**src/rtl/cache_bus_arbiter.sv**
```systemverilog
// Shares the memory-bus read channel between ICache and DCache refills with
// round-robin arbitration, and sequences the single outstanding DCache write.
module cache_bus_arbiter #(
  parameter int LINE_BEATS  = 4,
  parameter int LINE_OFFSET = 4
) (
  input  logic                    clk,
  input  logic                    rst_n,
  // ICache read port
  input  logic                    i_rd_req,
  input  logic [2:0]              i_rd_type,
  input  logic [31:0]             i_rd_addr,
  output logic                    i_rd_rdy,
  output logic                    i_ret_valid,
  output logic                    i_ret_last,
  // DCache read port
  input  logic                    d_rd_req,
  input  logic [2:0]              d_rd_type,
  input  logic [31:0]             d_rd_addr,
  output logic                    d_rd_rdy,
  output logic                    d_ret_valid,
  output logic                    d_ret_last,
  output logic [31:0]             ret_data,
  // DCache write port
  input  logic                    d_wr_req,
  input  logic [2:0]              d_wr_type,
  input  logic [31:0]             d_wr_addr,
  input  logic [3:0]              d_wr_wstrb,
  input  logic [32*LINE_BEATS-1:0] d_wr_data,
  output logic                    d_wr_rdy,
  output logic                    d_wr_done,
  // Bus read channel
  output logic                    bus_rd_req,
  output logic [2:0]              bus_rd_type,
  output logic [31:0]             bus_rd_addr,
  input  logic                    bus_rd_rdy,
  input  logic                    bus_ret_valid,
  input  logic                    bus_ret_last,
  input  logic [31:0]             bus_ret_data,
  // Bus write channel
  output logic                    bus_wr_req,
  output logic [2:0]              bus_wr_type,
  output logic [31:0]             bus_wr_addr,
  output logic [3:0]              bus_wr_wstrb,
  output logic [32*LINE_BEATS-1:0] bus_wr_data,
  input  logic                    bus_wr_rdy,
  input  logic                    bus_wr_done,
  output logic                    proto_err
);

  localparam int         CNT_W     = $clog2(LINE_BEATS) + 1;
  localparam logic [2:0] TYPE_LINE = 3'd4;

  typedef enum logic [1:0] {R_IDLE, R_REQ, R_WAIT} rd_state_e;
  typedef enum logic [1:0] {W_IDLE, W_REQ, W_WAIT} wr_state_e;
  typedef enum logic       {OWN_I, OWN_D}          owner_e;

  rd_state_e                rd_state_q, rd_state_d;
  wr_state_e                wr_state_q, wr_state_d;
  owner_e                   owner_q, owner_d;
  owner_e                   last_owner_q, last_owner_d;
  logic [2:0]               rd_type_q, rd_type_d;
  logic [31:0]              rd_addr_q, rd_addr_d;
  logic [CNT_W-1:0]         beat_cnt_q, beat_cnt_d;
  logic [2:0]               wr_type_q, wr_type_d;
  logic [31:0]              wr_addr_q, wr_addr_d;
  logic [3:0]               wr_wstrb_q, wr_wstrb_d;
  logic [32*LINE_BEATS-1:0] wr_data_q, wr_data_d;
  logic                     proto_err_q, proto_err_d;

  logic             d_rd_blocked, d_elig;
  logic             rd_err, wr_err;
  logic [CNT_W-1:0] final_beat;
  logic             is_final;

  // A D read may not overtake a write-back to its own line, including one
  // being accepted in this very cycle.
  always_comb begin
    d_rd_blocked = 1'b0;
    if (wr_state_q != W_IDLE)
      d_rd_blocked = (d_rd_addr[31:LINE_OFFSET] == wr_addr_q[31:LINE_OFFSET]);
    else if (d_wr_req)
      d_rd_blocked = (d_rd_addr[31:LINE_OFFSET] == d_wr_addr[31:LINE_OFFSET]);
  end

  assign d_elig     = d_rd_req && !d_rd_blocked;
  assign final_beat = (rd_type_q == TYPE_LINE) ? CNT_W'(LINE_BEATS - 1) : '0;
  assign is_final   = (beat_cnt_q >= final_beat);
  assign ret_data   = bus_ret_data;

  // NOTE: every output and next-state value gets a default before the case so
  // no path leaves it unassigned, which would otherwise infer a latch.
  always_comb begin
    rd_state_d   = rd_state_q;
    owner_d      = owner_q;
    last_owner_d = last_owner_q;
    rd_type_d    = rd_type_q;
    rd_addr_d    = rd_addr_q;
    beat_cnt_d   = beat_cnt_q;
    i_rd_rdy     = 1'b0;
    d_rd_rdy     = 1'b0;
    i_ret_valid  = 1'b0;
    i_ret_last   = 1'b0;
    d_ret_valid  = 1'b0;
    d_ret_last   = 1'b0;
    bus_rd_req   = 1'b0;
    rd_err       = 1'b0;

    unique case (rd_state_q)
      R_IDLE: begin
        rd_err     = bus_ret_valid;
        beat_cnt_d = '0;
        if (i_rd_req && (!d_elig || last_owner_q == OWN_D)) begin
          i_rd_rdy   = 1'b1;
          owner_d    = OWN_I;
          rd_type_d  = i_rd_type;
          rd_addr_d  = i_rd_addr;
          rd_state_d = R_REQ;
        end else if (d_elig) begin
          d_rd_rdy   = 1'b1;
          owner_d    = OWN_D;
          rd_type_d  = d_rd_type;
          rd_addr_d  = d_rd_addr;
          rd_state_d = R_REQ;
        end
      end
      R_REQ: begin
        bus_rd_req = 1'b1;
        rd_err     = bus_ret_valid;
        beat_cnt_d = '0;
        if (bus_rd_rdy) rd_state_d = R_WAIT;
      end
      R_WAIT: begin
        if (bus_ret_valid) begin
          // A beat whose last flag disagrees with the expected count is dropped.
          if (bus_ret_last != is_final) begin
            rd_err = 1'b1;
          end else if (owner_q == OWN_I) begin
            i_ret_valid = 1'b1;
            i_ret_last  = bus_ret_last;
          end else begin
            d_ret_valid = 1'b1;
            d_ret_last  = bus_ret_last;
          end
          if (beat_cnt_q != '1) beat_cnt_d = beat_cnt_q + CNT_W'(1);
          if (bus_ret_last) begin
            last_owner_d = owner_q;
            rd_state_d   = R_IDLE;
          end
        end
      end
      default: rd_state_d = R_IDLE;
    endcase
  end

  always_comb begin
    wr_state_d = wr_state_q;
    wr_type_d  = wr_type_q;
    wr_addr_d  = wr_addr_q;
    wr_wstrb_d = wr_wstrb_q;
    wr_data_d  = wr_data_q;
    d_wr_rdy   = 1'b0;
    d_wr_done  = 1'b0;
    bus_wr_req = 1'b0;

    unique case (wr_state_q)
      W_IDLE: begin
        if (d_wr_req) begin
          d_wr_rdy   = 1'b1;
          wr_type_d  = d_wr_type;
          wr_addr_d  = d_wr_addr;
          wr_wstrb_d = d_wr_wstrb;
          wr_data_d  = d_wr_data;
          wr_state_d = W_REQ;
        end
      end
      W_REQ: begin
        bus_wr_req = 1'b1;
        if (bus_wr_rdy) wr_state_d = W_WAIT;
      end
      W_WAIT: begin
        if (bus_wr_done) begin
          d_wr_done  = 1'b1;
          wr_state_d = W_IDLE;
        end
      end
      default: wr_state_d = W_IDLE;
    endcase
  end

  assign wr_err      = bus_wr_done && (wr_state_q != W_WAIT);
  assign proto_err_d = proto_err_q || rd_err || wr_err;

  assign bus_rd_type  = rd_type_q;
  assign bus_rd_addr  = rd_addr_q;
  assign bus_wr_type  = wr_type_q;
  assign bus_wr_addr  = wr_addr_q;
  assign bus_wr_wstrb = wr_wstrb_q;
  assign bus_wr_data  = wr_data_q;
  assign proto_err    = proto_err_q;

  // NOTE: state updates use non-blocking assignments so every register samples
  // the pre-edge values regardless of statement order. The payload registers are
  // reset too so the bus never sees stale or X data after reset.
  always_ff @(posedge clk or negedge rst_n) begin
    if (!rst_n) begin
      rd_state_q   <= R_IDLE;
      wr_state_q   <= W_IDLE;
      owner_q      <= OWN_D;
      last_owner_q <= OWN_D;
      rd_type_q    <= '0;
      rd_addr_q    <= '0;
      beat_cnt_q   <= '0;
      wr_type_q    <= '0;
      wr_addr_q    <= '0;
      wr_wstrb_q   <= '0;
      wr_data_q    <= '0;
      proto_err_q  <= 1'b0;
    end else begin
      rd_state_q   <= rd_state_d;
      wr_state_q   <= wr_state_d;
      owner_q      <= owner_d;
      last_owner_q <= last_owner_d;
      rd_type_q    <= rd_type_d;
      rd_addr_q    <= rd_addr_d;
      beat_cnt_q   <= beat_cnt_d;
      wr_type_q    <= wr_type_d;
      wr_addr_q    <= wr_addr_d;
      wr_wstrb_q   <= wr_wstrb_d;
      wr_data_q    <= wr_data_d;
      proto_err_q  <= proto_err_d;
    end
  end

endmodule

```
**config.mk**
```make
export PLATFORM = sky130hd
export DESIGN_NAME = cache_bus_arbiter
export DESIGN_NICKNAME = d
export VERILOG_FILES = /design/src/rtl/cache_bus_arbiter.sv
export SDC_FILE = /design/constraint.sdc
export NUM_CORES = 1
export LEC_CHECK = 0
export BUFFER_PORTS_ARGS = -buffer_cell sky130_fd_sc_hd__buf_2
export CELL_PAD_IN_SITES_DETAIL_PLACEMENT = 0
export CELL_PAD_IN_SITES_GLOBAL_PLACEMENT = 1
export CORE_AREA = 2 2 201 203
export DETAILED_ROUTE_END_ITERATION = 10
export DIE_AREA = 0 0 203 205
export PLACE_DENSITY_LB_ADDON = 0.3
export SYNTH_ARGS = -nofsm -noshare
export SYNTH_HDL_FRONTEND = slang
export SYNTH_SLANG_ARGS = --single-unit
```
**constraint.sdc**
```tcl
create_clock -name clk -period 5.85 [get_ports clk]
set_input_delay 0.585 -clock clk [delete_from_list [all_inputs] [get_ports clk]]
set_output_delay 0.585 -clock clk [all_outputs]
set_load 0.02 [all_outputs]
```
Yosys cells after proc, flatten, opt, wreduce, memory -nomap -nowiden
Index checks and enable logic that the tools add are counted.

Add/subtract/negate cells: 1. Order comparisons: 1. Reduce and logical (&&, ||, !) cells: 20. Equal/unequal tests: 18. Mux-type cells: 52.

Operator list (count): $mux 32 (2); $eq 28x28->1 (2); $mux 1 (33); $mux 2 (9); $ne 2x2->1 const B (8); $mux 3 (4); $pmux 2 s3 (2); $reduce_and 3->1 (3); $ne 3x3->1 const B (2); $pmux 3 s2 (1); $reduce_bool 2->1 (3); $eq 2x1->1 const B (2); $eq 2x2->1 const B (2); $logic_not 2->1 (2); $reduce_and 2->1 (2); $reduce_and 4->1 (1); $add 3x1->3 const B (1); $eq 3x3->1 const B (1); $ge 3x2->1 (1); $logic_and 1x1->1 (3); $logic_or 1x1->1 (3); $logic_not 1->1 (2); $pmux 1 s2 (1); $reduce_or 2->1 (1); $ne 1x1->1 (1).

Logic and storage cells: 104. Flip-flop bits (word level): 212. Output and inout port bits: 245. Bits of input ports: 279.

Longest topological paths before layout
Depth after elaboration: 10. Gate-level depth with buffers: 9. Gate-level depth less buffers: 9.

Worst setup path after synthesis
Ideal clock, no wire load.

Kind: reg2out. From: register rd_type_q[0] (netlist: bus_rd_type[0]). To: output i_ret_valid. Required time: 5.265 ns. Buffers on the path: 0. Path slack: 3.306 ns. Arrival time: 1.959 ns. Stages on the path, launching flop included: 10. Cell sequence: dfrtp_1 -> inv_1 -> nand3_1 -> inv_1 -> ha_1 -> nand2b_1 -> a211oi_1 -> xor2_1 -> nand2_1 -> nor2_1.

Cells in the longest elaborated chain, start to end: 7.

Ends and longest elaborated chain: from (decl) (RTL line 62) `logic [2:0] rd_type_q, rd_type_d;`; from (signal assigned) (RTL line 224) `rd_type_q <= rd_type_d;`; $eq 3x3->1 (RTL line 87) `assign final_beat = (rd_type_q == TYPE_LINE) ? CNT_W'(LINE_BEATS - 1) : '0;`; $mux 2 (RTL line 87); $ge 3x2->1 (RTL line 88) `assign is_final = (beat_cnt_q >= final_beat);`; $ne 1x1->1 (RTL line 136) `if (bus_ret_last != is_final) begin`; $mux 1 (RTL line 136); $mux 1 (RTL line 134) `if (bus_ret_valid) begin`; $mux 1 (RTL line 109) `unique case (rd_state_q)`; to (decl) (RTL line 14) `output logic i_ret_valid,`.

No other way between the ends.

Worst setup path in the final report
From: register wr_addr_q[4] (netlist: bus_wr_addr[4]). To: output i_rd_rdy.

Cells in the longest elaborated chain, start to end: 9.

Ends and longest elaborated chain: from (decl) (RTL line 66) `logic [31:0] wr_addr_q, wr_addr_d;`; from (signal assigned) (RTL line 228) `wr_addr_q <= wr_addr_d;`; $eq 28x28->1 (RTL line 81) `d_rd_blocked = (d_rd_addr[31:LINE_OFFSET] == wr_addr_q[31:LINE_OFFSET]);`; $mux 1 (RTL line 80) `if (wr_state_q != W_IDLE)`; $logic_not 1->1 (RTL line 86) `assign d_elig = d_rd_req && !d_rd_blocked;`; $logic_and 1x1->1 (RTL line 86); $logic_not 1->1 (RTL line 113) `if (i_rd_req && (!d_elig || last_owner_q == OWN_D)) begin`; $logic_or 1x1->1 (RTL line 113); $logic_and 1x1->1 (RTL line 113); $mux 1 (RTL line 113); $mux 1 (RTL line 109); to (decl) (RTL line 13) `output logic i_rd_rdy,`.

No other way between the ends.

==> impl_metrics.json <==
{
  "max_stage_delay_ps": 540,
  "die_h_um": 205,
  "holdWs_ps": 34.4,
  "yosys_warnings": 0,
  "antenna_found_initial": 7,
  "avgSynthCellArea_um2": 13.2,
  "crit_slowest_cell": "a21boi_4",
  "grt_usage_pct": 15.2,
  "drt-vias-per-instance": 4.25,
  "crit_chain": "xnor2_1 -> nand4_1 -> nor4_1 -> a21boi_1 -> a21boi_4 -> buf_2",
  "arrival_ps": 3050,
  "first_pass_iters": 6,
  "power.leakage_nw": 6.37,
  "p_per_area_nw_per_um2": 598,
  "highest_layer": "met5",
  "worst_ep_required_time_ps": 5270,
  "clkTransAtPathRegs_ps": 60,
  "post_drt_wl_per_cell_um": 19.4,
  "finalNetCount": 1424,
  "end_kind": "output port",
  "syn_area_um2": 9320,
  "ios": 524,
  "ys_types": 41,
  "fmax_mhz": 275,
  "drt-met1-wl_mm": 12.3,
  "drv_slew": 0,
  "setup_slack_ps": 2220,
  "gp_congestion": 0.871,
  "max-cap-violations": 0,
  "tightestPinTransition_ps": 883,
  "final-hold-violation-count": 0,
  "period_needed_ps": 3630,
  "syn_inst": 708,
  "grt_pass1_vias": 7634,
  "route.detailed.drc": 0,
  "synth_nets": 991,
  "clock_latency_ps": 540,
  "syn_to_final_growth_pct": 38.1,
  "crit_fanout": 18,
  "skew_ps": 12.0,
  "finalCritPeriodShare_pct": 62.1,
  "cts_tree": "done",
  "grt_max_degree": 114,
  "utilization_pct": 32.7,
  "synth_seq_area_share_pct": 56.9,
  "hold_class": "in -> async",
  "fin_setup_tns_ps": 0,
  "globalRouteOverflowTotal": 0,
  "grt_setup_unrepaired": "no",
  "final_area_um2": 12900,
  "coreArea_um2": 39400,
  "fp-row-count": 73,
  "wl_met3_mm": 3.48,
  "initial_utilization_pct": 23.7,
  "cts_max_level": 1,
  "postCtsHoldBufs": 0,
  "worst_ir_drop_vdd_mv": 0.311,
  "ys_ff_latch": 212,
  "drtIter0Drc": 335,
  "postRouteAntennaNets": 0,
  "vias": 7175,
  "slew_headroom_pct": 41.1,
  "dp_hpwl_mm": 25.5,
  "wl_met2_mm": 16.2,
  "port_buffers": 459,
  "finalWirelength_mm": 32.8,
  "start_kind": "flip-flop",
  "clock-sinks": 212,
  "tritoncts.num_buffers": 27,
  "cts_setup_buffers": 0,
  "dpl_worst_slack_ps": 2400,
  "clock-root-buffer": "clkbuf_16",
  "die_w_um": 203,
  "layout-drive-gt1-share_pct": 59.0,
  "clockBufferDepth": 3,
  "place_area_um2": 12000,
  "grt_pass1_wl_mm": 47.7,
  "cts_resized": 0,
  "finalSetupViolations": 0,
  "dieArea_um2": 41600,
  "outcome": "complete, no violations",
  "critPathKind": "reg -> out"
}
==> cell usage in the layout, fill, tap and decap left out, types with 4 or more instances in the layout <==
master	netlist	final
xnor2_1	57	57
buf_2	3	458
dfrtp_1	210	210
nand4_1	11	11
a222oi_1	35	35
mux2_2	168	168
nand2_1	7	7
buf_4	33	5
inv_1	110	110
clkbuf_16	0	27
clkbuf_8	0	4
ha_1	4	4
clkbuf_1	20	6
clkinv_2	0	5
==> power breakdown <==
| part | switching, W | internal, W |
|---|---|---|
| Clock | 0.000648 | 0.00103 |
| Combinational | 0.00200 | 0.00138 |
| Sequential | 0.000429 | 0.00221 |
==> sequential cells by signal, indices dropped and copies added, names as in the netlist <==
name,count
rd_state_q,2
owner_q,1
bus_wr_wstrb,4
bus_wr_type,3
beat_cnt_q,3
proto_err,1
last_owner_q,1
wr_state_q,2
bus_wr_addr,32
bus_wr_data,128
bus_rd_addr,32
bus_rd_type,3
==> cell type report <==
type	instances	area, um2
fillers	4093	26500
flip-flops and latches	212	5310
multi-input cells	325	3230
repair buffers	465	2360
clock buffers	37	753
well taps	525	657
inverters	110	413
clock inverters	11	140
diodes	3	7.51
==> cell families after synthesis <==
logic type | share of synthesized area (%)
simple gates | 3.10
flops | 56.9
mux | 20.5
xor+xnor | 5.45
compound gates | 4.90
fa+ha+maj | 0.537
buf+inv | 8.58
==> cells in the mapped netlist (all sizes together) <==
master,count,area (um2)
nor2b,3,18.8
a21oi,1,5.00
and4,1,11.3
o2bb2ai,1,8.76
and3b,1,8.76
nor4,4,40.0
clkbuf,20,75.1
a21boi,2,18.8
o21ai,4,20.0
ha,4,50.1
nand3,3,15.0
dfrtp,210,5260
nand4,12,81.3
xor2,1,8.76
a221o,1,10.0
inv,110,413
mux2,168,1890
and3,1,6.26
a21o,2,15.0
buf,41,312
nand2b,3,18.8
and2,2,12.5
dfstp,2,52.6
nor3b,3,27.5
a211oi,1,7.51
nor3,1,5.00
a31oi,1,21.3
mux2i,2,20.0
nor2,3,11.3
xnor2,57,499
a222oi,35,350
nand2,8,32.5
==> critical path: cells and delay by family, from the launching register on <==
kind / cells / cell delay, ps
compound gates: 2 / 830
simple gates: 2 / 720
flops: 1 / 400
xor+xnor: 1 / 290
buf+inv: 1 / 270
==> worst paths after layout <==
| path | cells after the start | slack [ps] | start | endpoint |
|---|---|---|---|---|
| min | 1 | 30 | rst_n | bus_wr_addr[27] |
| max in group asynchronous | 2 | 4550 | rst_n | bus_rd_addr[7] |
| min reg2reg | 1 | 490 | proto_err | proto_err |
| min in group clk | 2 | 240 | bus_rd_rdy | rd_state_q[0] |
| max | 6 | 2220 | bus_wr_addr[4] | i_rd_rdy |
| max reg2reg | 7 | 2880 | bus_wr_addr[4] | bus_rd_addr[30] |
==> per-stage QoR <==
stage | power [W] | instances
finish | 0.00770 | 1688
global route | 0.00818 | 1687
CTS | 0.00785 | 1685
detailed placement | 0.00612 | 1637
global placement | 0.00608 | 1637
floorplan | 0.00479 | 708
==> layer usage <==
metal,vias to the layer above,global-route usage [%]
met5,-,0
met4,6,4.54
met3,46,5.77
met2,379,26.5
met1,3489,17.3
li1,3255,-
Note: power is estimated with default switching activity, not from simulation.
